<file path="config.mk">
export PLATFORM = sky130hd
export DESIGN_NAME = adder_result_accum_flat
export DESIGN_NICKNAME = d
export VERILOG_FILES = /design/src/rtl/adder_result_accum_if.sv /design/src/rtl/adder_result_accum.sv /design/src/flat_wrapper.sv
export SDC_FILE = /design/constraint.sdc
export NUM_CORES = 1
export LEC_CHECK = 0
export BUFFER_PORTS_ARGS = -buffer_cell sky130_fd_sc_hd__buf_2
export CAP_MARGIN = 20
export CORE_ASPECT_RATIO = 1.75
export CORE_UTILIZATION = 51
export DETAILED_ROUTE_END_ITERATION = 7
export PLACE_DENSITY = 0.85
export SLEW_MARGIN = 10
export SYNTH_ARGS = -nofsm -noshare
export SYNTH_HDL_FRONTEND = slang
export SYNTH_SLANG_ARGS = --single-unit
</file>
<file path="constraint.sdc">
create_clock -name clk -period 1.9 [get_ports clk]
set_clock_uncertainty 0.2 [all_clocks]
set_input_delay 0.38 -clock clk [delete_from_list [all_inputs] [get_ports clk]]
set_output_delay 0.38 -clock clk [all_outputs]
set_load 0.05 [all_outputs]
</file>
<file path="src/rtl/adder_result_accum_if.sv">
// Pin-side bundle for the adder result accumulator: the adder result bus,
// the two asynchronous request pins and the accumulated result outputs.
interface adder_result_accum_if;
    logic [7:0] sum_in;
    logic       sample_in;
    logic       clear_in;
    logic [7:0] acc_out;
    logic       overflow;
    logic       busy;
    logic       out_valid;
    logic [3:0] sample_count;

    // Driver side (wrapper / testbench)
    modport master (
        output sum_in,
        output sample_in,
        output clear_in,
        input  acc_out,
        input  overflow,
        input  busy,
        input  out_valid,
        input  sample_count
    );

    // Accumulator side
    modport slave (
        input  sum_in,
        input  sample_in,
        input  clear_in,
        output acc_out,
        output overflow,
        output busy,
        output out_valid,
        output sample_count
    );
endinterface

</file>
<file path="src/rtl/adder_result_accum.sv">
// Adder result accumulator: synchronises the sample and clear pins, waits for
// the adder result to be stable for SETTLE_CYCLES cycles, then folds it into
// an 8-bit wrapping total with a sticky carry-out flag.
module adder_result_accum #(
    parameter int unsigned SETTLE_CYCLES = 4
) (
    input  logic                 clk,
    input  logic                 rst_n,
    adder_result_accum_if.slave  bus
);

    typedef enum logic [1:0] {
        IDLE   = 2'd0,
        SETTLE = 2'd1,
        ADD    = 2'd2,
        DONE   = 2'd3
    } state_t;

    localparam logic [3:0] CNT_LAST = 4'(SETTLE_CYCLES - 1);

    // 9-bit sum of two bytes; bit 8 is the carry out of bit 7
    function automatic logic [8:0] add_with_carry(input logic [7:0] a, input logic [7:0] b);
        add_with_carry = {1'b0, a} + {1'b0, b};
    endfunction

    state_t     state_r;
    state_t     next_state_s;

    logic       sample_meta_r;
    logic       sample_sync_r;
    logic       sample_prev_r;
    logic       clear_meta_r;
    logic       clear_sync_r;
    logic       sample_rise_s;

    logic [7:0] snap_r;
    logic [3:0] cnt_r;
    logic [7:0] acc_r;
    logic       overflow_r;
    logic [3:0] count_r;
    logic       out_valid_r;

    logic       snap_load_s;
    logic       cnt_clr_s;
    logic       cnt_inc_s;
    logic       do_add_s;
    logic [8:0] add_sum_s;

    assign sample_rise_s = sample_sync_r & ~sample_prev_r;
    assign add_sum_s     = add_with_carry(acc_r, snap_r);

    // Two-flop synchronisers for both pins plus the previous-value flop for edge detect
    always_ff @(posedge clk or negedge rst_n) begin
        if (!rst_n) begin
            sample_meta_r <= 1'b0;
            sample_sync_r <= 1'b0;
            sample_prev_r <= 1'b0;
            clear_meta_r  <= 1'b0;
            clear_sync_r  <= 1'b0;
        end else begin
            sample_meta_r <= bus.sample_in;
            sample_sync_r <= sample_meta_r;
            sample_prev_r <= sample_sync_r;
            clear_meta_r  <= bus.clear_in;
            clear_sync_r  <= clear_meta_r;
        end
    end

    // FSM state register
    always_ff @(posedge clk or negedge rst_n) begin
        if (!rst_n) begin
            state_r <= IDLE;
        end else begin
            state_r <= next_state_s;
        end
    end

    // Next-state and datapath control; synchronised clear overrides everything
    always_comb begin
        next_state_s = state_r;
        snap_load_s  = 1'b0;
        cnt_clr_s    = 1'b0;
        cnt_inc_s    = 1'b0;
        do_add_s     = 1'b0;
        if (clear_sync_r) begin
            next_state_s = IDLE;
        end else begin
            case (state_r)
                IDLE: begin
                    if (sample_rise_s) begin
                        next_state_s = SETTLE;
                        snap_load_s  = 1'b1;
                        cnt_clr_s    = 1'b1;
                    end else begin
                        next_state_s = IDLE;
                    end
                end
                SETTLE: begin
                    if (bus.sum_in != snap_r) begin
                        // result moved: restart the stability window on the new value
                        snap_load_s = 1'b1;
                        cnt_clr_s   = 1'b1;
                    end else if (cnt_r == CNT_LAST) begin
                        next_state_s = ADD;
                    end else begin
                        cnt_inc_s = 1'b1;
                    end
                end
                ADD: begin
                    do_add_s     = 1'b1;
                    next_state_s = DONE;
                end
                DONE: begin
                    next_state_s = IDLE;
                end
                default: begin
                    next_state_s = IDLE;
                end
            endcase
        end
    end

    // Snapshot of the adder result and the stability counter
    always_ff @(posedge clk or negedge rst_n) begin
        if (!rst_n) begin
            snap_r <= 8'h00;
            cnt_r  <= 4'd0;
        end else if (clear_sync_r) begin
            cnt_r  <= 4'd0;
        end else begin
            if (snap_load_s) begin
                snap_r <= bus.sum_in;
            end
            if (cnt_clr_s) begin
                cnt_r <= 4'd0;
            end else if (cnt_inc_s) begin
                cnt_r <= cnt_r + 4'd1;
            end
        end
    end

    // Accumulator, sticky overflow, completion counter and update strobe
    always_ff @(posedge clk or negedge rst_n) begin
        if (!rst_n) begin
            acc_r       <= 8'h00;
            overflow_r  <= 1'b0;
            count_r     <= 4'd0;
            out_valid_r <= 1'b0;
        end else if (clear_sync_r) begin
            acc_r       <= 8'h00;
            overflow_r  <= 1'b0;
            count_r     <= 4'd0;
            out_valid_r <= 1'b0;
        end else begin
            out_valid_r <= do_add_s;
            if (do_add_s) begin
                acc_r      <= add_sum_s[7:0];
                overflow_r <= overflow_r | add_sum_s[8];
                count_r    <= count_r + 4'd1;
            end
        end
    end

    assign bus.acc_out      = acc_r;
    assign bus.overflow     = overflow_r;
    assign bus.sample_count = count_r;
    assign bus.out_valid    = out_valid_r;
    assign bus.busy         = (state_r != IDLE);

endmodule
</file>
<file path="src/flat_wrapper.sv">
// flat-port wrapper written by rule: the top's interface ports become plain ports
module adder_result_accum_flat 
#(
    parameter int unsigned SETTLE_CYCLES = 4
)
  (clk, rst_n, bus_sum_in, bus_sample_in, bus_clear_in, bus_acc_out, bus_overflow, bus_busy, bus_out_valid, bus_sample_count);
  adder_result_accum_if bus_i ();
  input  logic clk;
  input  logic rst_n;
  input wire logic [$bits(bus_i.sum_in)-1:0] bus_sum_in;
  input wire logic [$bits(bus_i.sample_in)-1:0] bus_sample_in;
  input wire logic [$bits(bus_i.clear_in)-1:0] bus_clear_in;
  output wire logic [$bits(bus_i.acc_out)-1:0] bus_acc_out;
  output wire logic [$bits(bus_i.overflow)-1:0] bus_overflow;
  output wire logic [$bits(bus_i.busy)-1:0] bus_busy;
  output wire logic [$bits(bus_i.out_valid)-1:0] bus_out_valid;
  output wire logic [$bits(bus_i.sample_count)-1:0] bus_sample_count;
  assign bus_i.sum_in = bus_sum_in;
  assign bus_i.sample_in = bus_sample_in;
  assign bus_i.clear_in = bus_clear_in;
  assign bus_acc_out = bus_i.acc_out;
  assign bus_overflow = bus_i.overflow;
  assign bus_busy = bus_i.busy;
  assign bus_out_valid = bus_i.out_valid;
  assign bus_sample_count = bus_i.sample_count;
  adder_result_accum #(.SETTLE_CYCLES(SETTLE_CYCLES)) u_core (.clk(clk), .rst_n(rst_n), .bus(bus_i));
endmodule
</file>
==> results of run 1 <==
==> logic make-up after synthesis <==
kind of cell             count (synthesis)  share of synthesized area
AND/OR/NAND/NOR                         45                      0.144
adder cells (fa/ha/maj)                 15                      0.105
flip-flops                              33                      0.446
AO/OA/AOI/OAI                           24                     0.0899
multiplexers                            17                      0.110
buffers and inverters                   11                     0.0291
XOR/XNOR                                16                     0.0757
==> through the flow <==
step	cell area [µm²]	setup WS [ns]	total power, mW	utilization
finish	2430	-0.133	2.23	0.707
floorplan	1960	-0.0857	1.41	-
CTS	2370	-0.0556	2.16	0.689
detailed placement	2200	-0.123	1.60	0.640
global route	2430	-0.202	2.34	0.707
global placement	2200	-0.0286	1.55	0.640
==> critical path, cell delays in order, from the launching register on <==
cell,delay (ns)
dfrtp_1,0.44
xnor2_1,0.28
nand4_1,0.20
nor2_2,0.22
o32a_4,0.24
mux2_2,0.34
==> area by class of cell <==
type,count,area share
clock buffer,6,0.0299
timing repair buffer,41,0.106
clock inverter,2,0.00412
tap,45,0.0232
sequential,33,0.345
multi-input combinational,118,0.480
inverter,7,0.0124
==> cell usage after synthesis (all sizes together) <==
cell    instances  area (µm²)
and2            2        12.5
mux2            9         124
a21oi           6        30.0
a31oi           1        6.26
a22o            1        8.76
a211oi          2        15.0
nand2           5        18.8
buf             3        23.8
clkbuf          1        3.75
fa              1        20.0
a21o            3        22.5
o21ai           4        20.0
a221o           1        10.0
and4            3        27.5
a32oi           2        17.5
o211a           1        10.0
xnor2          13         114
mux2i           8        80.1
ha             14         175
nor2           14        52.6
nor2b           1        6.26
inv             7        26.3
nand4           4        25.0
o32a            1        11.3
nor3            4        20.0
dfrtp          33         826
xor2            3        26.3
o22ai           1        6.26
nor3b           4        50.1
nand2b          5        33.8
nand3           1        5.00
nand3b          1        7.51
o311ai          1        8.76
or4             1        7.51
==> sequential cells by signal, summed over array words and instances, names as in the netlist <==
name / flops
u_core.clear_meta_r: 1
u_core.state_r: 2
u_core.bus.acc_out: 8
u_core.sample_prev_r: 1
u_core.bus.overflow: 1
u_core.snap_r: 8
u_core.bus.sample_count: 4
u_core.bus.out_valid: 1
u_core.clear_sync_r: 1
u_core.sample_sync_r: 1
u_core.cnt_r: 4
u_core.sample_meta_r: 1
==> power by group through the flow <==
| stage | Sequential, mW | Clock [mW] | Combinational (mW) |
|---|---|---|---|
| global route | 0.935 | 0.554 | 0.855 |
| CTS | 0.910 | 0.520 | 0.735 |
| finish | 0.930 | 0.507 | 0.792 |
| floorplan | 0.951 | 0 | 0.459 |
| global placement | 0.906 | 0 | 0.642 |
| detailed placement | 0.916 | 0 | 0.685 |
==> per-layer routing <==
metal  GRT usage  wire length (µm)  up-vias
met5           0                 0        -
met4       0.106               121        0
met3      0.0593               160       12
met2       0.452              2500       47
met1       0.286              1790      736
li1            -                 -      667
==> what timing repair did <==
item	in CTS	in global routing
setup buffers	1	0
cloned	1	0
endpoints found under the setup margin	17	19
gates resized for setup	9	11
hold endpoints to repair	11	0
hold buffers	3	0
pin swaps	3	2
==> path summary, 6_finish.rpt <==
kind	from	to	slack (ns)	cells after the start
worst max-delay path	u_core.snap_r[5]	u_core.snap_r[1]	-0.13	5
worst min-delay path	u_core.clear_meta_r	u_core.clear_sync_r	0.15	0
worst max register to register	u_core.snap_r[5]	u_core.snap_r[1]	-0.13	5
worst min register to register	u_core.clear_meta_r	u_core.clear_sync_r	0.15	0
max in group asynchronous	rst_n	u_core.snap_r[1]	0.72	3
min in group asynchronous	rst_n	u_core.bus.acc_out[6]	0.29	2
==> reports/results.txt, run 1 <==
Largest net degree at the start of global routing - 16
Final std cells w/o fill - 252
Grt ovf - 0
Max-slew headroom - 0.778
Worst-path clk slew - 0.07 ns
Gpl congestion - 0.812
Antenna cell count - 0
First drt pass iteration count - 4
Layout cells sized above 1 - 0.469
P_leak - 1.14 nW
CP max FO - 5
Cells after Synth - 161
Rows - 28
PortBufs - 26
Antenna violations before repair - 0
Clock network power share - 0.228
CTS max path bufs - 2
Final Hold Vio Count - 0
Vias - 1462
Flops & latches, synth - 33
Residual DRC - 0
Area Overhead vs Synth - 31.1%
Post-synthesis cell area - 0.00185 mm²
Failing checks - negative setup slack
Outcome - complete, but fails checks
Skew-Pair Late Insertion Delay - 0.29 ns
RSZ-0062 raised after global routing - true
GR Util All Layers - 0.258
Sw Ratio - 0.361
Final Max Tran Viols - 0
Worst hold path class - flip-flop to flip-flop
Fin crit share - 1.07
First-pass GRT wire length - 6.90 mm
WL final - 4.58 mm
Maximum vdd drop - 686 µV
Seq/Total Area, Yosys - 0.446
Number of nets with antenna violations after routing - 0
Worst setup EP type - flip-flop
Max_cap viols - 0
Measured slew at the worst slew-check pin - 0.332 ns
Die extent in y - 81.7 µm
Commonest non-fill, non-tap cell in the layout - buf_2
Final worst slack - -0.133 ns
Initial Utilization - 0.539
Post-synthesis average cell area - 11.5 µm²
Critical path launch point type - flip-flop
Power density cells - 918 mW/mm²
Die W - 47.6 µm
Wirelength per Cell - 18.2 µm
Worst hold slack - 0.151 ns
# nets final - 233
Sequential standard cell area - 838 µm²
Placed Cells - 239
Sw Pwr - 0.804 mW
Setup Crit Path Kind - flip-flop to flip-flop
CTS Sinks - 33
Multi-input gate area - 0.00116 mm²
CTS H-tree lvls - 2
Clock root cell - clkbuf_8
Total CTS buffers - 5
Estimated wirelength of the detail-placed design - 3.16 mm
Endpoints failing setup - 17
Distinct cell type count after synthesis - 39
FMAX - 492 MHz
CP arrival - 2.01 ns
Vias in the first global route - 1476
Comb power frac - 0.355
Commonest non-fill, non-tap cells in the layout - buf_2, dfrtp_1, nor2_1
Iter 0 DRT Violations - 53
Final-layout setup total negative slack - -1.34 ns
Ys Warns - 0
Seq pwr share - 0.417
Worst endpoint required time - 1.87 ns
Die area - 0.00389 mm²
Core area - 0.00343 mm²
Vias/cell - 5.80
Int Pwr - 1.43 mW
Io pins - 27
CTS tree - done
Nets in the synthesized netlist - 188
Post-layout min period - 2.03 ns
Filler instances - 252
No activity file was read; power rests on OpenSTA's default activity.
==> run 2: changes to the inputs <==
--- a/config.mk
+++ b/config.mk
@@ -8,9 +8,9 @@
 export BUFFER_PORTS_ARGS = -buffer_cell sky130_fd_sc_hd__buf_2
 export CAP_MARGIN = 20
 export CORE_ASPECT_RATIO = 1.75
-export CORE_UTILIZATION = 51
+export CORE_UTILIZATION = 35
 export DETAILED_ROUTE_END_ITERATION = 7
-export PLACE_DENSITY = 0.85
+export PLACE_DENSITY = 0.65
 export SLEW_MARGIN = 10
 export SYNTH_ARGS = -nofsm -noshare
 export SYNTH_HDL_FRONTEND = slang
==> constraint.sdc (replaced) <==
create_clock -name clk -period 1.9 [get_ports clk]
set_clock_uncertainty 0.2 [all_clocks]
set_input_delay 0.19 -clock clk [delete_from_list [all_inputs] [get_ports clk]]
set_output_delay 0.19 -clock clk [all_outputs]
set_load 0.05 [all_outputs]
==> run 2 against run 1 <==
  * The flow finishes with violations (design-rule violations, negative setup slack)
  * Clock power grew 8.3%
  * Via count shrank 2.4%
  * Power grew 1.0%
  * Flip-flop and latch count is the same
  * Count of clock-buffer cells in the layout grew 2
  * Combinational power grew 2.9%
==> reports/results.txt, run 2 (same netlist as run 1, synthesis figures left out) <==
Outcome - complete, but fails checks (unchanged)
Failing checks - design-rule violations, negative setup slack (was negative setup slack)
Power density cells - 883 mW/mm² (was 918 mW/mm²)
Antenna cell count - 0 (unchanged)
Worst hold slack - 0.143 ns (was 0.151 ns)
Vias/cell - 5.15 (was 5.80)
Setup Crit Path Kind - flip-flop to flip-flop (unchanged)
PortBufs - 26 (unchanged)
Final Hold Vio Count - 0 (unchanged)
P_leak - 1.21 nW (was 1.14 nW)
Total CTS buffers - 5 (unchanged)
Vias in the first global route - 1551 (was 1476)
Max_cap viols - 0 (unchanged)
First-pass GRT wire length - 7.14 mm (was 6.90 mm)
Skew-Pair Late Insertion Delay - 0.28 ns (was 0.29 ns)
Final-layout setup total negative slack - -0.353 ns (was -1.34 ns)
Fin crit share - 1.04 (was 1.07)
Clock root cell - clkbuf_8 (unchanged)
First drt pass iteration count - 8 (was 4)
Final Max Tran Viols - 0 (unchanged)
Maximum vdd drop - 655 µV (was 686 µV)
CTS tree - done (unchanged)
GR Util All Layers - 0.164 (was 0.258)
FMAX - 507 MHz (was 492 MHz)
Vias - 1427 (was 1462)
CTS H-tree lvls - 2 (unchanged)
CTS Sinks - 33 (unchanged)
Io pins - 27 (unchanged)
# nets final - 249 (was 233)
Grt ovf - 0 (unchanged)
Endpoints failing setup - 10 (was 17)
Worst-path clk slew - 0.07 ns (about the same)
CTS max path bufs - 2 (unchanged)
Core area - 0.00502 mm² (was 0.00343 mm²)
Iter 0 DRT Violations - 27 (was 53)
RSZ-0062 raised after global routing - true (unchanged)
Antenna violations before repair - 0 (unchanged)
Filler instances - 462 (was 252)
Worst hold path class - flip-flop to flip-flop (unchanged)
Layout cells sized above 1 - 0.430 (was 0.469)
Estimated wirelength of the detail-placed design - 2.98 mm (was 3.16 mm)
Max-slew headroom - 0.674 (was 0.778)
Post-layout min period - 1.97 ns (was 2.03 ns)
Commonest non-fill, non-tap cells in the layout - buf_2, dfrtp_1, buf_4 (was buf_2, dfrtp_1, nor2_1)
Measured slew at the worst slew-check pin - 0.489 ns (was 0.332 ns)
Area Overhead vs Synth - 37.7% (was 31.1%)
Worst setup EP type - flip-flop (unchanged)
WL final - 4.30 mm (was 4.58 mm)
Wirelength per Cell - 15.5 µm (was 18.2 µm)
Worst endpoint required time - 1.86 ns (was 1.87 ns)
Die W - 57.0 µm (was 47.6 µm)
Largest net degree at the start of global routing - 22 (was 16)
Die extent in y - 98.2 µm (was 81.7 µm)
Commonest non-fill, non-tap cell in the layout - buf_2 (unchanged)
Die area - 0.00560 mm² (was 0.00389 mm²)
CP max FO - 6 (was 5)
Number of nets with antenna violations after routing - 0 (unchanged)
Critical path launch point type - flip-flop (unchanged)
CP arrival - 1.93 ns (was 2.01 ns)
Rows - 34 (was 28)
Final worst slack - -0.0726 ns (was -0.133 ns)
Initial Utilization - 0.369 (was 0.539)
Gpl congestion - 0.781 (was 0.812)
Residual DRC - 6 (was 0)
[run 2: cell types whose count changed in the layout (fill, tap and decap cells not counted), sizes merged]
cell and delta:
clkinv -2, buf +9, clkbuf +1, dlygate4sd3 +8
[run 2: through the flow]
| step | instance area (µm²) | cells | setup slack (ns) | total power [mW] | util |
|---|---|---|---|---|---|
| 6_report | 2550 | 277 | -0.0726 | 2.25 | 0.508 |
| 5_1_grt | 2550 | 277 | -0.130 | 2.38 | 0.508 |
| 4_1_cts | 2480 | 274 | -0.0394 | 2.22 | 0.493 |
| 3_5_place_dp | 2250 | 254 | -0.0385 | 1.64 | 0.449 |
| 3_3_place_gp | 2250 | 254 | -0.0312 | 1.63 | 0.449 |
| 2_1_floorplan | 1960 | 161 | -0.0857 | 1.41 | - |
[run 2: worst paths after layout]
kind	startpoint	endpoint	slack [ns]	depth (start not counted)
worst max-delay path	u_core.snap_r[2]	u_core.snap_r[1]	-0.07	5
worst min-delay path	u_core.clear_meta_r	u_core.clear_sync_r	0.14	0
worst max register to register	u_core.snap_r[2]	u_core.snap_r[1]	-0.07	5
worst min register to register	u_core.clear_meta_r	u_core.clear_sync_r	0.14	0
max in group asynchronous	rst_n	u_core.state_r[0]	0.77	3
min in group asynchronous	rst_n	u_core.bus.acc_out[1]	0.21	2
[run 2: final cells by class]
class                      count  area (µm²)  share of cell area
clock buffer                   8        90.1              0.0353
inverter                       7        30.0              0.0118
multi-input combinational    118        1140               0.446
sequential                    33         836               0.328
tap                           54        67.6              0.0265
timing repair buffer          57         390               0.153
[run 2: repair_timing]
item | in CTS | in global routing
gates cloned | 1 | 0
hold buffers | 11 | 0
pin swaps | 3 | 3
endpoints found under the hold margin | 29 | 0
gates resized for setup | 3 | 8
buffers inserted | 0 | 3
setup endpoints to repair | 13 | 16
[run 2: per-layer routing]
layer,vias to the layer above,part of all wire,global-route usage
met3,6,0.029,0.0305
met4,0,0.016,0.0675
li1,700,-,-
met2,25,0.53,0.289
met1,696,0.43,0.192
met5,-,0,0
[run 2: critical path: stages (launching register included)]
cell,delay (ns)
dfrtp_1,0.40
xnor2_1,0.22
nand4_1,0.22
nor2_4,0.21
o32a_4,0.25
mux2_2,0.35
[run 2: where the power goes]
group | switching [mW] | internal (mW)
clock network | 0.253 | 0.296
logic | 0.399 | 0.416
registers | 0.0991 | 0.789
total | 0.752 | 1.50
